`config.mk`:
```
export PLATFORM = sky130hd
export DESIGN_NAME = tx_stream
export DESIGN_NICKNAME = d
export VERILOG_FILES = /design/src/rtl/tx_stream.sv
export SDC_FILE = /design/constraint.sdc
export NUM_CORES = 1
export LEC_CHECK = 0
export CORE_UTILIZATION = 51
export CTS_CLUSTER_SIZE = 14
export DETAILED_ROUTE_END_ITERATION = 6
export GPL_TIMING_DRIVEN = 0
export PLACE_DENSITY = 0.78
export SLEW_MARGIN = 20
export SYNTH_ARGS = -nofsm -noshare
export SYNTH_HDL_FRONTEND = slang
export SYNTH_SLANG_ARGS = --single-unit
```
`constraint.sdc`:
```
create_clock -name clk -period 2.55 [get_ports clk]
set_clock_uncertainty 0.1 [all_clocks]
set_input_delay 0.255 -clock clk [delete_from_list [all_inputs] [get_ports clk]]
set_output_delay 0.255 -clock clk [all_outputs]
set_load 0.1 [all_outputs]
```
`src/rtl/tx_stream.sv`:
```
// tx_stream: transmit endpoint of the valid/ready word interface.
// Producer words are queued in a small circular FIFO and launched one at a
// time into a separate output register, where each word is held on data_o
// until the receiver accepts it. Total buffering is DEPTH+1 words.
module tx_stream #(
    parameter int N     = 4,
    parameter int DEPTH = 4
) (
    input  logic                     clk,
    input  logic                     rst,
    input  logic                     wr_en_i,
    input  logic [N-1:0]             wr_data_i,
    output logic                     full_o,
    output logic                     empty_o,
    output logic [$clog2(DEPTH):0]   count_o,
    output logic                     overflow_o,
    input  logic                     hold_i,
    output logic                     valid_o,
    output logic [N-1:0]             data_o,
    input  logic                     ready_i,
    output logic [15:0]              sent_cnt_o
);

    localparam int AW = $clog2(DEPTH);
    localparam int CW = AW + 1;

    localparam logic [0:0] IDLE = 1'b0;
    localparam logic [0:0] SEND = 1'b1;

    logic [0:0]    state;
    logic [0:0]    state_next;
    logic [N-1:0]  mem [DEPTH];
    logic [AW-1:0] wr_ptr;
    logic [AW-1:0] rd_ptr;
    logic [CW-1:0] count;
    logic          wr_accept;
    logic          xfer;
    logic          pop;

    // Flags are derived from the occupancy so they move on the same edge as it.
    assign count_o = count;
    assign full_o  = (count == CW'(DEPTH));
    assign empty_o = (count == '0);
    assign valid_o = (state == SEND);

    // A write is only taken when there is room before the edge, even if a pop
    // frees a slot on that same edge.
    assign wr_accept = wr_en_i && !full_o;

    // A transfer completes whenever a presented word meets ready.
    assign xfer = (state == SEND) && ready_i;

    // The output register may load a new word when it is free or being freed,
    // the FIFO has a word, and the producer side is not holding off launches.
    assign pop = !empty_o && !hold_i && ((state == IDLE) || xfer);

    // Next state: launching keeps/enters SEND, a transfer with no successor returns to IDLE.
    always_comb begin
        state_next = state;
        if (pop) begin
            state_next = SEND;
        end else if (xfer) begin
            state_next = IDLE;
        end
    end

    // State register; reset drops valid_o immediately.
    always_ff @(posedge clk or posedge rst) begin
        if (rst) begin
            state <= IDLE;
        end else begin
            state <= state_next;
        end
    end

    // FIFO storage carries no reset; only the pointers define its contents.
    always_ff @(posedge clk) begin
        if (wr_accept) begin
            mem[wr_ptr] <= wr_data_i;
        end
    end

    // Pointers and occupancy, with simultaneous write and pop cancelling out.
    always_ff @(posedge clk or posedge rst) begin
        if (rst) begin
            wr_ptr <= '0;
            rd_ptr <= '0;
            count  <= '0;
        end else begin
            if (wr_accept) begin
                wr_ptr <= wr_ptr + AW'(1);
            end
            if (pop) begin
                rd_ptr <= rd_ptr + AW'(1);
            end
            case ({wr_accept, pop})
                2'b10:   count <= count + CW'(1);
                2'b01:   count <= count - CW'(1);
                default: count <= count;
            endcase
        end
    end

    // Output word register; keeps its last value after valid_o falls.
    always_ff @(posedge clk or posedge rst) begin
        if (rst) begin
            data_o <= '0;
        end else if (pop) begin
            data_o <= mem[rd_ptr];
        end
    end

    // Sticky overflow flag for writes attempted while full.
    always_ff @(posedge clk or posedge rst) begin
        if (rst) begin
            overflow_o <= 1'b0;
        end else if (wr_en_i && full_o) begin
            overflow_o <= 1'b1;
        end
    end

    // Completed-transfer counter, wrapping naturally at 16 bits.
    always_ff @(posedge clk or posedge rst) begin
        if (rst) begin
            sent_cnt_o <= '0;
        end else if (xfer) begin
            sent_cnt_o <= sent_cnt_o + 16'd1;
        end
    end

endmodule

```
==> run summary <==
Status -> completed
Core Util, Final -> 67.5%
Initial antenna violation count -> 0
WP buf/inv -> 1
Die width -> 63.9 um
Main combinational cell family by area after synthesis -> simple AND/OR/NAND/NOR gates
CTS buffer count -> 5
First-pass GRT wire length -> 5570 um
H-tree depth -> 2
Synth warnings -> 0
Worst rel slew slack -> 34.9%
Yosys reg bits -> 45
Setup violations, final -> 0
Sequential fraction of the synthesis area -> 61.7%
FILL cells -> 272
WHS -> 263 ps
ANT nets after route -> 0
RePlAce Congestion -> 0.775
# clock sinks -> 45
Core area -> 3660 sq um
Fraction of synthesized area in multiplexers -> 8.58%
R2r worst-path depth -> 8
Layout cells sized above 1 -> 18.6%
Syn_nets -> 150
Die area -> 4080 sq um
Crit-path max FO -> 4
Post-synth top area share -> 37.1%
Final Cycle Share -> 90.9%
Unique masters post-synth -> 33
Gr ovfl total -> 0
Worst-Margin Slew -> 973 ps
Number of synthesized flops with an enable pin -> 16
Synth Flop Type -> dfrtp_1
Worst flop-to-flop path endpoint -> count_o[2]$_DFFE_PP0P_
Critical Path AT -> 1960 ps
Initial Util -> 53.4%
Post-synth ARST share -> 64.4%
Min-delay worst type -> in2async
Crit. End Element -> primary output
Syn avg cell area -> 14.6 sq um
Final nets -> 192
Dpl hpwl -> 2260 um
Area leader, netlist -> dfrtp_1
Slowest stage delay, CP -> 890 ps
Clock Pin Slew Worst Setup and Hold Paths -> 80 ps
DRC violation count after routing -> 0
Worst Setup SP -> count_o[2]$_DFFE_PP0P_
Slowest cell on crit path -> dlygate4sd2_1
Final Hold Fails -> 0
Total number of vias -> 1131
Synth top cells by count -> 29 x dfrtp_1, 16 x edfxtp_1, 11 x xnor2_1, 10 x xor2_1, 7 x inv_1
Worst path depth -> 2
Area added between synthesis and finish -> 26.4%
CP Capture Point -> empty_o
RSZ-0062 raised after global routing -> false
Skew-Pair Late Insertion Delay -> 290 ps
Inserted Diodes -> 0
Cell with the most instances after synthesis -> dfrtp_1
WL per Instance -> 13.8 um
Vias in the first global route -> 1233
Hold buffer count at CTS -> 0
Post_cts resized -> 2
Post-route minimum period -> 2320 ps
Pin count of the biggest net entering global routing -> 30
Final Max Slew Viols -> 0
Mapped Cells -> 134
1st-iter DRT viols -> 40
DR vias/cell -> 5.03
PortBufs -> 35
FF-to-FF setup slack -> 270 ps
Non-Filler Instances -> 225
CTS tree -> built
Achievable frequency -> 0.431 GHz
Post-Place Cells -> 217
Adder-Cell Fraction of Synth Area -> 4.87%
Xor/xnor cell area share of the yosys netlist -> 9.41%
Detailed Route WL -> 3100 um
Post-synthesis compound-gate area fraction -> 0.768%
Area of the mapped netlist -> 1950 sq um
Max_cap viols -> 0
1st-pass router iterations -> 4
Post-CTS setup buffer count -> 0
Area contributors post-synth -> dfrtp_1 37%, edfxtp_1 25%, xnor2_1 4.9%
Delay-heaviest family, CP -> buffers and inverters
Post-route cell area -> 2470 sq um
CP required -> 2190 ps
Critical path type -> reg2out
Worst-path cell chain -> nor3_4 -> dlygate4sd2_1
Placement-stage cell area -> 2390 sq um
Simple-gate share of the synthesized area -> 12.2%
Total track usage -> 18.2%
RR Startpoint -> valid_o$_DFFE_PP0P_
Boundary Pins -> 36
Die Y -> 63.9 um
Max clock buf depth -> 2
Clock Root Buffer -> clkbuf_8
Total number of placement rows -> 22
Startpoint Class -> flip-flop
-- final cells by class --
type,instances,area [sq um],area share (%)
inverter,9,33.8,1.37
timing repair buffer,35,348,14.1
buffer,2,15.0,0.608
tap,48,60.1,2.43
sequential,45,1210,49.1
clock buffer,6,72.6,2.94
multi-input combinational,78,719,29.1
clock inverter,2,10.0,0.405
-- how the worst min path moves through the flow --
stage / end / slack [ps] / start / cells past startpoint
floorplan: count_o[2]$_DFFE_PP0P_ / 230 / rst / 1
global placement: overflow_o$_DFFE_PP0P_ / 340 / overflow_o$_DFFE_PP0P_ / 1
detailed placement: overflow_o$_DFFE_PP0P_ / 350 / overflow_o$_DFFE_PP0P_ / 1
CTS: overflow_o$_DFFE_PP0P_ / 370 / overflow_o$_DFFE_PP0P_ / 1
global route: sent_cnt_o[9]$_DFFE_PP0P_ / 320 / rst / 2
finish: overflow_o$_DFFE_PP0P_ / 260 / rst / 2
-- logic make-up after synthesis --
logic type | Yosys count
buf+inv | 11
simple gates | 37
mux | 11
flops | 45
xor+xnor | 21
compound gates | 2
fa+ha+maj | 7
-- sequential cells by signal, indices dropped and copies added, names as in the netlist --
register,cells
mem,16
sent_cnt_o,16
data_o,4
count_o,3
rd_ptr,2
wr_ptr,2
overflow_o,1
valid_o,1
-- cell usage in the layout, fill, tap and decap left out, types with 2 or more instances in the layout --
cell	netlist	routed
clkdlybuf4s50_1	0	33
dfrtp_1	29	26
edfxtp_1	16	16
xnor2_1	11	11
xor2_1	10	10
nor2_1	6	6
inv_1	7	5
nand3_1	5	5
nand2_1	5	5
and2_1	5	5
ha_1	6	5
clkbuf_8	0	5
mux4_2	4	4
mux2_2	4	4
inv_2	2	4
nor3_4	1	3
clkbuf_1	1	2
mux2_1	2	2
clkinv_2	0	2
dfrtp_2	0	2
dlygate4sd2_1	0	2
-- per-layer routing --
metal  global-route usage (%)  part of all wire (%)  vias to the layer above
li1                         -                     -                      540
met5                        0                     0                        -
met1                     22.8                    46                      558
met2                     30.2                    49                       29
met3                     6.07                   4.4                        4
met4                     5.11                   1.0                        0
-- through the flow --
step / setup slack (ps) / setup TNS (ps)
after CTS: 217 / 0
after floorplan: -120 / -208
after global placement: -4.70 / -4.70
after detailed placement: -35.5 / -35.5
after global routing: 146 / 0
final: 232 / 0
Power is left out: the tool's default activity adds up to more than one toggle a clock period on the data nets, which glitch-free logic cannot reach.
